`config.mk`:
```
export PLATFORM = sky130hd
export DESIGN_NAME = jump_redirect_unit
export DESIGN_NICKNAME = d
export VERILOG_FILES = /design/src/rtl/jump_redirect_unit.sv
export SDC_FILE = /design/constraint.sdc
export NUM_CORES = 1
export LEC_CHECK = 0
export ABC_AREA = 0
export CORE_MARGIN = 2
export CORE_UTILIZATION = 30
export DETAILED_ROUTE_END_ITERATION = 10
export GPL_ROUTABILITY_DRIVEN = 0
export PLACE_DENSITY_LB_ADDON = 0.12
export SYNTH_ARGS = -nofsm -noshare
export SYNTH_HDL_FRONTEND = slang
export SYNTH_SLANG_ARGS = --single-unit
```
`constraint.sdc`:
```
create_clock -name CLK -period 2.4 [get_ports CLK]
set_clock_uncertainty 0.1 [all_clocks]
set_input_delay 0.6 -clock CLK [delete_from_list [all_inputs] [get_ports CLK]]
set_output_delay 0.6 -clock CLK [all_outputs]
set_load 0.02 [all_outputs]
```
`src/rtl/jump_redirect_unit.sv`:
```
// Two-entry redirect buffer between execute and fetch: builds link values and emits fetch redirects.
// Optional misaligned-target trapping is enabled by defining JUMP_MISALIGN_TRAP_EN.
module jump_redirect_unit #(
  parameter int WORD_W = 32,
  parameter int CNT_W  = 16
) (
  input  logic              CLK,
  input  logic              RST,
  input  logic              flush,
  input  logic              ex_valid,
  output logic              ex_ready,
  input  logic              ex_j_sel,
  input  logic [WORD_W-1:0] ex_pc,
  input  logic [WORD_W-1:0] ex_jump_addr,
  output logic              fe_redirect_valid,
  input  logic              fe_redirect_ready,
  output logic [WORD_W-1:0] fe_target,
  output logic [WORD_W-1:0] wb_link,
  output logic              misalign_valid,
  output logic [WORD_W-1:0] misalign_addr,
  output logic [CNT_W-1:0]  redirect_count
);

  typedef enum logic [1:0] {EMPTY, ONE, TWO} state_t;

  state_t            state_q, state_d;
  logic              ex_ready_q;
  logic [CNT_W-1:0]  cnt_q;
  logic [WORD_W-1:0] head_target_q, head_link_q, tail_target_q, tail_link_q;
  logic [WORD_W-1:0] new_target, new_link;
  logic              nonempty, push, pop, fe_hs, head_mis;

`ifdef JUMP_MISALIGN_TRAP_EN
  logic head_mis_q, tail_mis_q;
  assign head_mis = head_mis_q;
`else
  assign head_mis = 1'b0;
`endif

  always_comb begin
    new_target = ex_jump_addr;
    if (!ex_j_sel) new_target[0] = 1'b0;
`ifndef JUMP_MISALIGN_TRAP_EN
    new_target[1:0] = 2'b00;
`endif
    new_link = ex_pc + WORD_W'(4);
  end

  assign nonempty          = (state_q != EMPTY);
  assign push              = ex_valid & ex_ready_q;
  assign fe_redirect_valid = nonempty & ~head_mis;
  assign fe_hs             = fe_redirect_valid & fe_redirect_ready;
  // A trapping head leaves after its single cycle of misalign_valid, regardless of fetch.
  assign pop               = fe_hs | (nonempty & head_mis);

  assign ex_ready       = ex_ready_q;
  assign fe_target      = head_target_q;
  assign wb_link        = head_link_q;
  assign redirect_count = cnt_q;

`ifdef JUMP_MISALIGN_TRAP_EN
  assign misalign_valid = nonempty & head_mis;
  assign misalign_addr  = misalign_valid ? head_target_q : '0;
`else
  assign misalign_valid = 1'b0;
  assign misalign_addr  = '0;
`endif

  always_comb begin
    state_d = state_q;
    unique case (state_q)
      EMPTY:   if (push) state_d = ONE;
      ONE: begin
        if (push && !pop)      state_d = TWO;
        else if (pop && !push) state_d = EMPTY;
      end
      TWO:     if (pop) state_d = ONE;
      default: state_d = EMPTY;
    endcase
    if (flush) state_d = EMPTY;
  end

  always_ff @(posedge CLK) begin
    if (RST) begin
      state_q       <= EMPTY;
      ex_ready_q    <= 1'b1;
      cnt_q         <= '0;
      head_target_q <= '0;
      head_link_q   <= '0;
      tail_target_q <= '0;
      tail_link_q   <= '0;
`ifdef JUMP_MISALIGN_TRAP_EN
      head_mis_q    <= 1'b0;
      tail_mis_q    <= 1'b0;
`endif
    end else begin
      state_q    <= state_d;
      ex_ready_q <= (state_d != TWO);
      // Flush discards any same-cycle push or pop, including its count.
      if (!flush) begin
        if (fe_hs && cnt_q != {CNT_W{1'b1}}) cnt_q <= cnt_q + 1'b1;
        if ((state_q == EMPTY && push) || (state_q == ONE && push && pop)) begin
          head_target_q <= new_target;
          head_link_q   <= new_link;
`ifdef JUMP_MISALIGN_TRAP_EN
          head_mis_q    <= new_target[1];
`endif
        end else if (state_q == TWO && pop) begin
          head_target_q <= tail_target_q;
          head_link_q   <= tail_link_q;
`ifdef JUMP_MISALIGN_TRAP_EN
          head_mis_q    <= tail_mis_q;
`endif
        end
        if (state_q == ONE && push && !pop) begin
          tail_target_q <= new_target;
          tail_link_q   <= new_link;
`ifdef JUMP_MISALIGN_TRAP_EN
          tail_mis_q    <= new_target[1];
`endif
        end
      end
    end
  end

endmodule
```
[Word level (Yosys, flattened, before mapping)]
Cells that the tools add are included.
Word-level totals
  register bits after elaboration: 145
  output and inout port bits: 115
Operators by class
  eq/ne operators: 4
  bitwise logic cells: 3
  add/sub/neg operators: 2
  mux-type cells: 10
  reductions and logical operators: 17
Operators with widths (number)
  $mux W32: 4
  $add A32 B3 Y32 const B: 1
  $add A16 B1 Y16 const B: 1
  $ne A16 B16 Y1 const B: 1
  $mux W2: 5
  $logic_and A1 B1 Y1: 8
  $pmux W2 S3: 1
  $reduce_and A2 Y1: 3
  $reduce_bool A2 Y1: 2
  $and A1 B1 Y1: 2
  $eq A2 B1 Y1 const B: 1
  $eq A2 B2 Y1 const B: 1
  $logic_not A1 Y1: 2
  $logic_not A2 Y1: 1
  $ne A2 B2 Y1 const B: 1
  $logic_or A1 B1 Y1: 1
  $not A1 Y1: 1

[Depth between registers and ports, before layout]
Gate-level depths: netlist (run 1).
  depth in word-level cells: 8
  mapped depth: 7
  mapped depth without buffers: 5

[Worst setup path before layout (run 1)]
No wires, ideal clock.
  kind: input-to-reg
  start: input port ex_pc[2]
  end: register head_link_q[30] (netlist: wb_link[30])
  slack: -0.061 ns
  library setup time: 0.137 ns
  required time: 2.163 ns
  cell stages on the path: 7
  path buffers: 2
  arrival: 2.224 ns
  path through: ha_1 -> nand3_2 -> or4_1 -> clkbuf_1 -> clkbuf_1 -> o311ai_0 -> o211ai_1
Between the ends
  cells in the longest elaborated chain, start to end: 2
Ends and longest elaborated chain
  from (decl): RTL line 13  | input logic [WORD_W-1:0] ex_pc,
  $add A32 B3 Y32: RTL line 46  | new_link = ex_pc + WORD_W'(4);
  $mux W32: RTL line 102  | if ((state_q == EMPTY && push) || (state_q == ONE && push && pop)) begin
  to (signal assigned): RTL line 104  | head_link_q <= new_link;
  to (signal assigned): RTL line 110  | head_link_q <= tail_link_q;
  to (decl): RTL line 29  | logic [WORD_W-1:0] head_target_q, head_link_q, tail_target_q, tail_link_q;
Every way passes these cells.
A chain may end at the register's enable or synchronous reset.

[Worst setup path in the final report (run 1)]
  start: input port ex_pc[8]
  end: register head_link_q[25] (netlist: wb_link[25])
Same word-level chain as after synthesis.

==> impl_results.md, run 1 <==
- Htree depth: 4
- CP max stage cell: or4_4
- Startpoint Class: input pin
- Nets@finish: 1149
- First-pass GRT wire length: 35910 um
- Drt drc: 0
- Sink of the worst hold path: tail_target_q[22]$_SDFFE_PP0P_
- Number of cell instances on the worst register-to-register path: 5
- Largest net degree at the start of global routing: 122
- Share of the synthesized area in the top cell type: 0.4134
- Flop2flop setup slack: 0.52 ns
- Crit-path cells: clkdlybuf4s50_1 -> nand4_4 -> or4_4 -> buf_8 -> or4_4 -> nand3_1
- CTS max path bufs: 2
- Max-Cap Viols: 0
- DR vias: 6976
- Endpoints failing setup: 0
- Hold path depth: 2
- Commonest cells in the netlist: nand2_1, dfxtp_1, nor2_1
- TritonCTS clock tree: built
- Final Slew Violations: 0
- Seq cells post-synth: 143
- Gr usage total: 0.1839
- Post-route setup slack: 0.04538 ns
- Area leader, netlist: dfxtp_1
- GR Overflow Total: 0
- Prevailing post-synth register cell: dfxtp_1
- Worst EP required: 2.65 ns
- Setup Crit Path Kind: in -> reg
- Effective utilization at floorplan: 0.3058
- Final Hold Viols: 0
- Setup TNS: 0 ns
- Area of the core: 0.02264 mm2
- Asr flop ratio synth: 0
- Placed cell count: 1334
- Synth warn: 0
- Final core utilization: 0.4447
- Number of synthesized flops with an enable pin: 0
- PwrDens: 588.2 mW/mm2
- Crit-path max cell delay: 0.59 ns
- Worst Max-Slew Pin Slew: 0.5652 ns
- Hold Startpoint: tail_target_q[22]$_SDFFE_PP0P_
- Initial detailed-routing violation count: 361
- Synth-to-layout area growth: 45.41%
- Post-CTS Hold Buffers: 0
- Clock transition at path regs: 0.06 ns
- Reg-to-reg endpoint: fe_target[24]$_SDFFE_PP0P_
- Total die area: 0.02431 mm2
- Antenna Cells: 0
- Crit share post-route: 0.9811
- Synth area leaders: dfxtp_1, nand2_1, a311oi_1
- DRT Wirelength: 22170 um
- Boundary Pins: 185
- Share of cells above drive strength 1: 0.1607
- Slew HR: 0.6232
- Worst Setup SP: ex_pc[8]
- Clk sinks: 143
- Max VDD drop: 0.4276 mV
- Data arrival time of the worst path: 2.60 ns
- Most frequent CP cell: or4_4
- Vias in the first global route: 6776
- Lkg Pwr: 3.615 nW
- Syn Inst Count: 864
- Crit end category: register
- Status: finished, final reports clean
- RSZ-0062 raised after global routing: no
- Count of cell types in the netlist: 58
- Pre-CTS setup slack: -0.6250 ns
- Crit Reg-Reg Startpoint: state_q[1]$_SDFF_PP0_
- Worst skew pair latency: 0.41 ns
- Initial antenna violation count: 0
- Layout fillers: 2284
- Buffers on Ports: 146
- Die Wd: 155.9 um
- Pre-antenna DRT Iters: 5
- Sequential area share after synthesis: 0.4134
- Total power: 5.923 mW
- Count leader, synth: nand2_1
- WL per Instance: 16.14 um
- Max FO, Critical Path: 8
- DIE HEIGHT: 155.9 um
- Max frequency: 424.7 MHz
- Rows: 55
- Vias per cell: 5.077
- Antenna Nets Post-Route: 0
- Hpwl dp: 14900 um
- Number of CTS-inserted buffers: 17
- Syn Area/Cell: 8.014 um2
- Fin cells: 1374
- Hold Path Class: reg -> reg
- Post-Syn Area: 0.006924 mm2
- Root Driver: clkbuf_16
- Period minus WS final: 2.355 ns
worst max-delay path, delay by kind of cell:
family,cells,cell delay [ns]
buffers and inverters,2,0.69
AND/OR/NAND/NOR,4,1.31
flip-flops by register name, indices dropped and copies added, names as in the netlist:
name	flops
wb_link	32
redirect_count	16
ex_ready	1
state_q	2
tail_link_q	32
fe_target	30
tail_target_q	30
routing by layer:
| layer | share of wire | vias to the layer above | GRT usage |
|---|---|---|---|
| li1 | - | 3526 | - |
| met1 | 0.48 | 3287 | 0.2477 |
| met2 | 0.48 | 153 | 0.2998 |
| met3 | 0.038 | 10 | 0.03944 |
| met4 | 0.0083 | 0 | 0.04675 |
| met5 | 0 | - | 0 |
logic make-up (layout without fill, tap and decap cells):
logic type | after synthesis | after routing | share of synthesized area
AO/OA/AOI/OAI | 206 | 206 | 0.2138
XOR/XNOR | 11 | 11 | 0.01392
adder cells (fa/ha/maj) | 2 | 2 | 0.003613
buffers and inverters | 111 | 302 | 0.07987
flip-flops | 143 | 143 | 0.4134
multiplexers | 6 | 6 | 0.009216
other | 1 | 35 | 0.0005416
AND/OR/NAND/NOR | 384 | 384 | 0.2656
layout make-up:
type / instances / area [um2] / area share
Timing Repair Buffer: 261 / 2539 / 0.2521
Inverter: 10 / 37.54 / 0.003728
Clock buffer: 18 / 439.2 / 0.04362
Sequential cell: 143 / 2865 / 0.2846
Clock inverter: 13 / 115.1 / 0.01143
Tap cell: 285 / 356.6 / 0.03542
Multi-Input combinational cell: 644 / 3716 / 0.3691
cell usage in the layout, fill, tap and decap left out, types with 11 or more instances in the layout:
cell             instances
o211ai_1                15
a311oi_1                42
dfxtp_1                141
a211oi_1                15
clkbuf_16               18
buf_12                  14
nor4_1                  12
nand2_1                166
a31oi_1                 17
conb_1                  35
or3_1                   11
buf_4                   96
a21oi_1                 48
nor3_1                  23
or4_1                   14
o2111a_1                11
o21ai_0                 16
nor2_1                  67
clkdlybuf4s50_1        130
nand3_1                 29
nand4_1                 17
worst max-delay path by stage:
stage,end,slack (ns)
after floorplan,tail_link_q[30]$_SDFFE_PP0P_,0.004
after global placement,tail_link_q[30]$_SDFFE_PP0P_,-0.62
after detailed placement,tail_link_q[30]$_SDFFE_PP0P_,-0.63
after CTS,wb_link[31]$_SDFFE_PP0P_,0.006
after global routing,wb_link[31]$_SDFFE_PP0P_,0.003
final,wb_link[25]$_SDFFE_PP0P_,0.05
timing repair:
action	in CTS	in global routing
gates cloned	1	1
endpoints found under the hold margin	0	0
pin swaps	5	8
setup endpoints to repair	22	17
setup buffers	4	3
resized for setup	16	15
through the flow:
step | instance area, um2 | hold slack (ns)
after floorplan | 7056 | 0.3366
after global placement | 9366 | 0.3420
after detailed placement | 9366 | 0.3465
after CTS | 9976 | 0.3545
after global routing | 10070 | 0.3675
final | 10070 | 0.3552
report_power, final:
| group | switching, mW | internal (mW) |
|---|---|---|
| combinational | 0.490 | 0.395 |
| clock | 1.09 | 1.45 |
| sequential | 0.0465 | 2.45 |
| total | 1.63 | 4.30 |
Note: power is estimated with default switching activity, not from simulation.
==> run 2: changes to the inputs <==
--- a/config.mk
+++ b/config.mk
@@ -8,9 +8,12 @@
 export ABC_AREA = 0
 export CORE_MARGIN = 2
 export CORE_UTILIZATION = 30
+export CTS_BUF_LIST = sky130_fd_sc_hd__clkbuf_8 sky130_fd_sc_hd__clkbuf_16
 export DETAILED_ROUTE_END_ITERATION = 10
 export GPL_ROUTABILITY_DRIVEN = 0
 export PLACE_DENSITY_LB_ADDON = 0.12
+export SLEW_MARGIN = 5
 export SYNTH_ARGS = -nofsm -noshare
 export SYNTH_HDL_FRONTEND = slang
 export SYNTH_SLANG_ARGS = --single-unit
+export TNS_END_PERCENT = 10
==> results of run 2 <==
The final DEF is identical to that of run 1; final timing and power are the same.
==> run 3: changes to the inputs <==
--- a/config.mk
+++ b/config.mk
@@ -6,13 +6,11 @@
 export NUM_CORES = 1
 export LEC_CHECK = 0
 export ABC_AREA = 0
-export CORE_MARGIN = 2
 export CORE_UTILIZATION = 30
 export CTS_BUF_LIST = sky130_fd_sc_hd__clkbuf_8 sky130_fd_sc_hd__clkbuf_16
 export DETAILED_ROUTE_END_ITERATION = 10
 export GPL_ROUTABILITY_DRIVEN = 0
 export PLACE_DENSITY_LB_ADDON = 0.12
-export SLEW_MARGIN = 5
 export SYNTH_ARGS = -nofsm -noshare
 export SYNTH_HDL_FRONTEND = slang
 export SYNTH_SLANG_ARGS = --single-unit
==> constraint.sdc (replaced) <==
create_clock -name CLK -period 2.1 [get_ports CLK]
set_clock_uncertainty 0.1 [all_clocks]
set_input_delay 0.525 -clock CLK [delete_from_list [all_inputs] [get_ports CLK]]
set_output_delay 0.525 -clock CLK [all_outputs]
set_load 0.02 [all_outputs]
==> run 3 against run 2 <==
Compared with the run above: power increased by 18%; clock-buffer cell count is the same; non-clock buffer count up 10; combinational power grew 20%; critical path type unchanged; sequential share of layout area shrank 0.54 points; register-to-register slack lost 0.33 ns; hold slack lost 0.0022 ns; wire length up 2.9%; largest power group unchanged; sequential power up 14%; critical path depth up 1; first-iteration DRC count up 0.83%.
==> impl_results.md, run 3 (same netlist as run 1, synthesis figures left out) <==
- Effective utilization at floorplan: 0.3058
- Boundary Pins: 185
- Worst skew pair latency: 0.43 ns
- Total power: 7.012 mW
- Max VDD drop: 0.4534 mV
- Hpwl dp: 14920 um
- Most frequent CP cell: buf_6
- Data arrival time of the worst path: 2.31 ns
- Setup Crit Path Kind: in -> reg
- Buffers on Ports: 146
- Post-CTS Hold Buffers: 0
- Total die area: 0.02369 mm2
- Crit-path max cell delay: 0.52 ns
- Nets@finish: 1159
- Htree depth: 4
- Slew HR: 0.6483
- Rows: 55
- Pre-antenna DRT Iters: 5
- Pre-CTS setup slack: -0.8462 ns
- Dpl cell area: 0.009432 mm2
- Initial antenna violation count: 0
- Worst EP required: 2.33 ns
- Endpoints failing setup: 0
- Final Hold Viols: 0
- Largest net degree at the start of global routing: 47
- Crit-path cells: clkdlybuf4s15_1 -> nand4_2 -> buf_6 -> or4_4 -> buf_6 -> or4_1 -> a311oi_1
- Synth-to-layout area growth: 48.08%
- Root Driver: clkbuf_16
- Period minus WS final: 2.081 ns
- GR Overflow Total: 0
- M1 WL: 10740 um
- DIE HEIGHT: 153.9 um
- Routed wl met2: 10620 um
- Post-route setup slack: 0.01908 ns
- Vias in the first global route: 6698
- DRT Wirelength: 22810 um
- CP max stage cell: or4_4
- Drt drc: 0
- Initial detailed-routing violation count: 364
- Vias per cell: 5.146
- Crit share post-route: 0.9909
- WL per Instance: 16.46 um
- Final Slew Violations: 0
- RSZ-0062 raised after global routing: yes
- Clk sinks: 143
- Max-Cap Viols: 0
- Hold Path Class: reg -> reg
- Top Layer Used: met4
- Max FO, Critical Path: 8
- DR vias: 7133
- Lkg Pwr: 3.799 nW
- Worst Max-Slew Pin Slew: 0.5142 ns
- CP delay by family, top: simple AND/OR/NAND/NOR gates
- Startpoint Class: input pin
- Clock transition at path regs: 0.06 ns
- CP Buf/Inv Count: 3
- CTS max path bufs: 2
- Gr usage total: 0.1865
- Setup TNS: 0 ns
- Status: finished, final reports clean
- Die Wd: 153.9 um
- Share of cells above drive strength 1: 0.1764
- Area of the core: 0.02264 mm2
- Crit end category: register
- Most frequent cells in the layout: nand2_1, dfxtp_1, clkdlybuf4s50_1
- First-pass GRT wire length: 34980 um
- Number of CTS-inserted buffers: 17
- PwrDens: 683.9 mW/mm2
- Max frequency: 480.6 MHz
- Commonest non-fill, non-tap cell in the layout: nand2_1
- WHS: 0.3530 ns
- Antenna Nets Post-Route: 0
- WL met3: 1127 um
- Final Cell Area: 0.01025 mm2
- TritonCTS clock tree: built
-- run 3: changes by cell type in the layout (fill, tap and decap cells not counted), moves of 4 or more --
cell,before,now
buf_4,96,101
clkbuf_2,0,6
clkdlybuf4s15_1,0,9
clkdlybuf4s50_1,130,108
clkinv_2,4,0
dlygate4sd2_1,8,14
-- run 3: repair_timing --
item / in CTS / in global routing
pin swaps: 5 / 9
resized for setup: 42 / 39
buffers inserted: 1 / 7
hold endpoints to repair: 0 / 0
gates cloned: 2 / 4
setup endpoints to repair: 45 / 115
-- run 3: routing by layer --
metal | track usage | vias to the layer above
li1 | - | 3573
met3 | 0.04312 | 21
met1 | 0.2451 | 3354
met4 | 0.06476 | 0
met2 | 0.2987 | 185
met5 | 0 | -
-- run 3: worst paths after layout --
path | start | end | slack [ns] | cells past startpoint
worst min-delay path | tail_target_q[3]$_SDFFE_PP0P_ | tail_target_q[3]$_SDFFE_PP0P_ | 0.35 | 2
worst min register to register | tail_target_q[3]$_SDFFE_PP0P_ | tail_target_q[3]$_SDFFE_PP0P_ | 0.35 | 2
worst max-delay path | ex_pc[13] | tail_link_q[30]$_SDFFE_PP0P_ | 0.02 | 7
worst max register to register | state_q[1]$_SDFF_PP0_ | wb_link[14]$_SDFFE_PP0P_ | 0.19 | 6
-- run 3: worst register-to-register path, stage by stage (launching register included) --
cell and delay (ns):
dfxtp_1 0.37, or4bb_4 0.57, o21ai_4 0.18, buf_4 0.22, clkbuf_16 0.20, nand4_1 0.11
o221ai_1 0.08
-- run 3: per-stage QoR --
stage / util / instances
6_report: 0.4529 / 1386
3_3_place_gp: 0.4166 / 1340
4_1_cts: 0.4429 / 1374
5_1_grt: 0.4528 / 1385
3_5_place_dp: 0.4166 / 1340
2_1_floorplan: - / 898
-- run 3: final cells by class --
type | instances | area [um2]
clock buffer | 18 | 439.2
antenna | 1 | 2.502
sequential | 143 | 2863
fill | 2277 | 12390
clock inverter | 14 | 157.7
tap | 285 | 356.6
timing repair buffer | 271 | 2628
multi-input combinational | 644 | 3770
inverter | 10 | 37.54
-- run 3: power by group --
part	internal (mW)	switching (mW)
logic	0.478	0.581
registers	2.80	0.0511
clock network	1.80	1.30
total	5.08	1.93
